`config.mk`:
```
export PLATFORM = sky130hd
export DESIGN_NAME = ibex_instr_bus_arbiter
export DESIGN_NICKNAME = d
export VERILOG_FILES = /design/src/rtl/ibex_instr_bus_arbiter.sv
export SDC_FILE = /design/constraint.sdc
export NUM_CORES = 1
export LEC_CHECK = 0
export CAP_MARGIN = 30
export CORE_MARGIN = 2
export CORE_UTILIZATION = 21
export DETAILED_ROUTE_END_ITERATION = 8
export PLACE_DENSITY_LB_ADDON = 0.1
export SETUP_SLACK_MARGIN = 0.02
export SLEW_MARGIN = 10
export SYNTH_ARGS = -nofsm -noshare
export SYNTH_HDL_FRONTEND = slang
export SYNTH_SLANG_ARGS = --single-unit
```
`constraint.sdc`:
```
create_clock -name clk_i -period 1.8 [get_ports clk_i]
set_clock_uncertainty 0.2 [all_clocks]
set_input_delay 0.36 -clock clk_i [delete_from_list [all_inputs] [get_ports clk_i]]
set_output_delay 0.36 -clock clk_i [all_outputs]
set_load 0.02 [all_outputs]
```
`src/rtl/ibex_instr_bus_arbiter.sv`:
```
// ibex_instr_bus_arbiter
// Shares the core's single instruction-side bus (req/gnt/rvalid) between the
// IF-stage fetch path (requester 0) and an auxiliary master (requester 1).
// An in-order ID FIFO records the owner of every granted transaction so that
// each response is routed back to the requester that issued it.
//
// Build option: define IBEX_IBUS_ARB_FIXED_PRIO_EN to make fetch (requester 0)
// always win contention in ARB. This removes the round-robin pointer. A
// request already latched in HOLD still completes. When the macro is left
// undefined, contention is resolved round-robin.
//
// Both directions are combinational with zero latency: grants, addresses and
// response valids pass straight through, so there is no bubble between
// back-to-back grants.

module ibex_instr_bus_arbiter #(
  parameter int unsigned MaxOutstanding = 2,
  parameter int unsigned AddrWidth      = 32
) (
  input  logic                 clk_i,
  input  logic                 rst_ni,

  input  logic                 req0_i,
  input  logic [AddrWidth-1:0] addr0_i,
  output logic                 gnt0_o,
  output logic                 rvalid0_o,

  input  logic                 req1_i,
  input  logic [AddrWidth-1:0] addr1_i,
  output logic                 gnt1_o,
  output logic                 rvalid1_o,

  output logic [31:0]          rdata_o,
  output logic                 err_o,

  output logic                 instr_req_o,
  output logic [AddrWidth-1:0] instr_addr_o,
  input  logic                 instr_gnt_i,
  input  logic                 instr_rvalid_i,
  input  logic [31:0]          instr_rdata_i,
  input  logic                 instr_err_i,

  output logic                 spurious_rsp_o,
  output logic                 busy_o
);

  localparam int unsigned CntW = $clog2(MaxOutstanding + 1);
  localparam int unsigned PtrW = (MaxOutstanding > 1) ? $clog2(MaxOutstanding) : 1;
  localparam logic [CntW-1:0] CntMax  = CntW'(MaxOutstanding);
  localparam logic [PtrW-1:0] PtrLast = PtrW'(MaxOutstanding - 1);

  typedef enum logic [0:0] {
    ST_ARB  = 1'b0,
    ST_HOLD = 1'b1
  } arb_state_e;

  // Advance a FIFO pointer, wrapping at the configured depth.
  function automatic logic [PtrW-1:0] ptr_inc(input logic [PtrW-1:0] ptr);
    logic [PtrW-1:0] nxt;
    if (ptr == PtrLast) begin
      nxt = {PtrW{1'b0}};
    end else begin
      nxt = ptr + PtrW'(1);
    end
    return nxt;
  endfunction

  // ---------------------------------------------------------------------------
  // State
  // ---------------------------------------------------------------------------
  arb_state_e                r_state;
  logic                      r_hold_id;
  logic [MaxOutstanding-1:0] r_id_fifo;
  logic [PtrW-1:0]           r_rd_ptr;
  logic [PtrW-1:0]           r_wr_ptr;
  logic [CntW-1:0]           r_count;
  logic                      r_spurious;
`ifndef IBEX_IBUS_ARB_FIXED_PRIO_EN
  logic                      r_rr_prio;   // requester preferred on contention
`endif

  // ---------------------------------------------------------------------------
  // Combinational datapath
  // ---------------------------------------------------------------------------
  logic w_contend_id;
  logic w_sel_id;
  logic w_sel_valid;
  logic w_not_full;
  logic w_fifo_empty;
  logic w_req;
  logic w_push;
  logic w_pop;
  logic w_head_id;

`ifdef IBEX_IBUS_ARB_FIXED_PRIO_EN
  // Fetch always wins when both requesters compete.
  assign w_contend_id = 1'b0;
`else
  // The requester that was not granted last wins when both compete.
  assign w_contend_id = r_rr_prio;
`endif

  // Pick the requester that owns the downstream port this cycle.
  always_comb begin
    w_sel_id    = 1'b0;
    w_sel_valid = 1'b0;
    case (r_state)
      ST_HOLD: begin
        // Latched owner keeps the port so req/addr stay stable until granted.
        w_sel_id    = r_hold_id;
        w_sel_valid = r_hold_id ? req1_i : req0_i;
      end
      ST_ARB: begin
        if (req0_i && req1_i) begin
          w_sel_id    = w_contend_id;
          w_sel_valid = 1'b1;
        end else if (req0_i) begin
          w_sel_id    = 1'b0;
          w_sel_valid = 1'b1;
        end else if (req1_i) begin
          w_sel_id    = 1'b1;
          w_sel_valid = 1'b1;
        end else begin
          w_sel_id    = 1'b0;
          w_sel_valid = 1'b0;
        end
      end
      default: begin
        w_sel_id    = 1'b0;
        w_sel_valid = 1'b0;
      end
    endcase
  end

  // A same-cycle response does not relax the full check, which keeps the
  // request path independent of instr_rvalid_i.
  assign w_not_full   = (r_count < CntMax);
  assign w_fifo_empty = (r_count == {CntW{1'b0}});

  // Outputs are forced to their idle values while reset is asserted, so the
  // downstream port and both requesters see a quiet bus immediately.
  assign w_req  = rst_ni & w_sel_valid & w_not_full;
  assign w_push = w_req & instr_gnt_i;

  // A response at count 0 is legal only if it answers the same-cycle push;
  // otherwise it is spurious and dropped.
  assign w_pop     = rst_ni & instr_rvalid_i & (~w_fifo_empty | w_push);
  assign w_head_id = w_fifo_empty ? w_sel_id : r_id_fifo[r_rd_ptr];

  assign instr_req_o  = w_req;
  assign instr_addr_o = w_sel_id ? addr1_i : addr0_i;

  assign gnt0_o = w_push & ~w_sel_id;
  assign gnt1_o = w_push &  w_sel_id;

  assign rvalid0_o = w_pop & ~w_head_id;
  assign rvalid1_o = w_pop &  w_head_id;
  assign rdata_o   = instr_rdata_i;
  assign err_o     = instr_err_i;

  assign spurious_rsp_o = r_spurious;
  assign busy_o         = (~w_fifo_empty) | (r_state == ST_HOLD);

  // ---------------------------------------------------------------------------
  // Sequential logic
  // ---------------------------------------------------------------------------

  // Selection FSM: lock the chosen requester while its request waits for grant.
  always_ff @(posedge clk_i or negedge rst_ni) begin
    if (!rst_ni) begin
      r_state   <= ST_ARB;
      r_hold_id <= 1'b0;
    end else begin
      case (r_state)
        ST_ARB: begin
          if (w_req && !instr_gnt_i) begin
            r_state   <= ST_HOLD;
            r_hold_id <= w_sel_id;
          end else begin
            r_state   <= ST_ARB;
          end
        end
        ST_HOLD: begin
          // Leave on grant, or when the owner withdraws its request
          // (a protocol violation that is released without a grant).
          if (w_push || !w_sel_valid) begin
            r_state <= ST_ARB;
          end else begin
            r_state <= ST_HOLD;
          end
        end
        default: begin
          r_state <= ST_ARB;
        end
      endcase
    end
  end

`ifndef IBEX_IBUS_ARB_FIXED_PRIO_EN
  // Round-robin pointer: after a grant, prefer the other requester next.
  always_ff @(posedge clk_i or negedge rst_ni) begin
    if (!rst_ni) begin
      r_rr_prio <= 1'b0;
    end else if (w_push) begin
      r_rr_prio <= ~w_sel_id;
    end else begin
      r_rr_prio <= r_rr_prio;
    end
  end
`endif

  // ID FIFO storage and pointers: record owner on grant, retire on response.
  always_ff @(posedge clk_i or negedge rst_ni) begin
    if (!rst_ni) begin
      r_id_fifo <= {MaxOutstanding{1'b0}};
      r_wr_ptr  <= {PtrW{1'b0}};
      r_rd_ptr  <= {PtrW{1'b0}};
    end else begin
      if (w_push) begin
        r_id_fifo[r_wr_ptr] <= w_sel_id;
        r_wr_ptr            <= ptr_inc(r_wr_ptr);
      end
      if (w_pop) begin
        r_rd_ptr <= ptr_inc(r_rd_ptr);
      end
    end
  end

  // Outstanding-transaction count; push and pop together leave it unchanged.
  always_ff @(posedge clk_i or negedge rst_ni) begin
    if (!rst_ni) begin
      r_count <= {CntW{1'b0}};
    end else begin
      case ({w_push, w_pop})
        2'b10:   r_count <= r_count + CntW'(1);
        2'b01:   r_count <= r_count - CntW'(1);
        default: r_count <= r_count;
      endcase
    end
  end

  // Sticky spurious-response flag, cleared only by reset.
  always_ff @(posedge clk_i or negedge rst_ni) begin
    if (!rst_ni) begin
      r_spurious <= 1'b0;
    end else if (instr_rvalid_i && w_fifo_empty && !w_push) begin
      r_spurious <= 1'b1;
    end else begin
      r_spurious <= r_spurious;
    end
  end

endmodule
```
==> results of run 1 <==
-- flip-flops by register name, summed over array words and instances, names as in the netlist --
signal,flops
r_count,2
r_id_fifo,2
r_hold_id,1
r_rd_ptr,1
r_rr_prio,1
r_state,1
r_wr_ptr,1
spurious_rsp_o,1
-- per-stage QoR --
stage,cells,setup slack (ns)
floorplan,119,-0.2062
global placement,286,-1.072
detailed placement,286,-1.085
CTS,303,-0.5606
global route,305,-0.5567
finish,305,-0.4985
-- per-layer routing --
metal / share of wire, % / global-route usage [%]
met1: 35 / 14.59
met2: 53 / 27.71
met3: 12 / 5.682
met4: 0.29 / 2.586
met5: 0 / 0
-- critical path, stage by stage --
cell and delay [ns]:
dlygate4sd2_1 0.27, nor2b_4 0.14, o21ai_4 0.17, buf_12 0.13
buf_8 0.11, buf_16 0.12, mux2_4 0.30, buf_6 0.13
-- where the power goes --
| group | switching [mW] | internal, mW |
|---|---|---|
| Clock | 0.0878 | 0.192 |
| Sequential | 0.113 | 0.330 |
| Combinational | 1.19 | 1.89 |
-- area by class of cell --
class / count / area (um^2)
clock buffers: 4 / 55.05
fillers: 471 / 2555
inverters: 1 / 3.754
multi-input cells: 72 / 945.9
flip-flops and latches: 10 / 252.7
well taps: 72 / 90.09
repair buffers: 146 / 1570
-- synthesized netlist by cell type, drive strengths merged --
cell type  count
buf           36
mux2          35
dfrtp         10
nor2           5
nand2          4
nor2b          3
xnor2          3
a211oi         2
a21oi          2
o21ai          2
xor2           2
a21boi         1
a21o           1
a31o           1
a32o           1
and3           1
ha             1
inv            1
mux2i          1
nand2b         1
nand3          1
nor3           1
o2111ai        1
o211a          1
or3            1
or3b           1
-- timing repair --
action                                  CTS  global route
endpoints found under the setup margin   48            46
cloned                                    4             0
pin swaps                                 5            11
gates resized for setup                 293            18
buffers inserted                         10             8
-- cell usage in the layout, fill, tap and decap left out, types with 3 or more instances in the layout --
cell type        count
buf_12               3
buf_16               3
buf_4               18
buf_6               50
clkbuf_8             4
clkdlybuf4s50_1     66
dfrtp_1              8
dlygate4sd2_1        3
mux2_4              35
-- worst paths after layout --
| kind | startpoint | end | slack (ns) | depth (start not counted) |
|---|---|---|---|---|
| max | req0_i | instr_addr_o[11] | -0.50 | 8 |
| min | rst_ni | r_rd_ptr | 0.04 | 2 |
| max reg2reg | r_state | r_count[1] | -0.32 | 9 |
| min reg2reg | spurious_rsp_o | spurious_rsp_o | 0.28 | 1 |
| max in group asynchronous | rst_ni | r_hold_id | 1.19 | 2 |
| min in group clk_i | spurious_rsp_o | spurious_rsp_o | 0.28 | 1 |
-- kinds of logic after synthesis --
| family | share of synthesized area, % |
|---|---|
| adder cells (fa/ha/maj) | 1.056 |
| buffers and inverters | 22.70 |
| flip-flops | 21.12 |
| AND/OR/NAND/NOR | 8.131 |
| AO/OA/AOI/OAI | 8.870 |
| multiplexers | 34.42 |
| XOR/XNOR | 3.697 |
==> results.cfg, run 1 <==
[worst_setup_path]
cp_max_fo = 5
startpoint_type = input port
path_class = in2out
crit_required_ns = 1.24
end_kind = primary output
arrival_ns = 1.74

[global_routing]
antenna_found_initial = 0
grt_start_max_net_pins = 13
grtUsageTotal_pct = 14.37
grt_pass1_vias = 1463
grt_pass1_wl_um = 7162
grt-ovfl-total = 0

[timing]
maxSlewViolCount = 0
period_minus_slack_ns = 2.298
hold_violations = 0
finalSetupViolCount = 44
slew_headroom_pct = 78.46
fin_ws_ns = -0.4985
setup_tns_ns = -18.38
worst_hold_slack_ns = 0.04328
worstMarginPinSlew_ns = 0.3212
rsz0062_at_grt = true
post-route-period-util_pct = 127.7
fmax_mhz = 435.1

[die]
die_area_mm2 = 0.006259
dieWidth_um = 79.12
io_pins = 175
coreArea_mm2 = 0.005473
rows = 27
start_util_pct = 21.65
die_y_um = 79.12

[clock_network]
htreeDepth = 1
clockRootBuffer = clkbuf_8
cts_buffers = 3
path_clk_slew_ns = 0.05
clock_latency_ns = 0.23
cts_tree = built
cts.sinks = 10
cts_buffer_depth = 2
hold_buffers = 0

[synth]
synth_cell_types = 29
syn_area_mm2 = 0.001185
yosysTopAreaCellShare_pct = 32.31
ys_warn_count = 0
ys_ff_latch = 10
synth_top_area_cell = mux2_2
avgSynthCellArea_um2 = 9.957
synth_seq_area_share_pct = 21.12
synthCells = 119
synth_nets = 223
synth.area.top_cells = mux2_2, buf_4, dfrtp_1, xnor2_1, nor2_1

[layout]
final_cell_area_mm2 = 0.002918
n_antenna_cell = 0
final_util_pct = 53.32
area_delta_synth_final_pct = 146.3
drive_gt1_share_pct = 60.52
nets = 338

[power]
powerDensity_mw_per_mm2 = 1302
peakVddDrop_v = 0.0007090
p_total_mw = 3.800
leakage_nw = 1.319

[detailed_routing]
num_vias = 1348
initialDrtViolationCount = 11
postRouteWirelength_um = 4802
detail-route-antenna-nets = 0
dr.pass1.iters = 3
viasPerCell = 4.420
wl_per_cell_um = 15.74
drc_errors = 0

[place]
place_area_mm2 = 0.002356
gp_congestion = 0.7133
dp_hpwl_um = 3386
portBuffers = 108

[status]
outcome = finished, violations left
violations = setup timing

[flow_run]
maxCapViolCount = 0

[min_path]
min_path_type = in2async
Power figures use the tool's default switching activity.
==> run 2, diff against run 1 <==
--- a/config.mk
+++ b/config.mk
@@ -11,7 +11,6 @@
 export DETAILED_ROUTE_END_ITERATION = 8
 export PLACE_DENSITY_LB_ADDON = 0.1
 export SETUP_SLACK_MARGIN = 0.02
-export SLEW_MARGIN = 10
 export SYNTH_ARGS = -nofsm -noshare
 export SYNTH_HDL_FRONTEND = slang
 export SYNTH_SLANG_ARGS = --single-unit
==> results of run 2 <==
The final DEF is identical to that of run 1; final timing and power are the same.
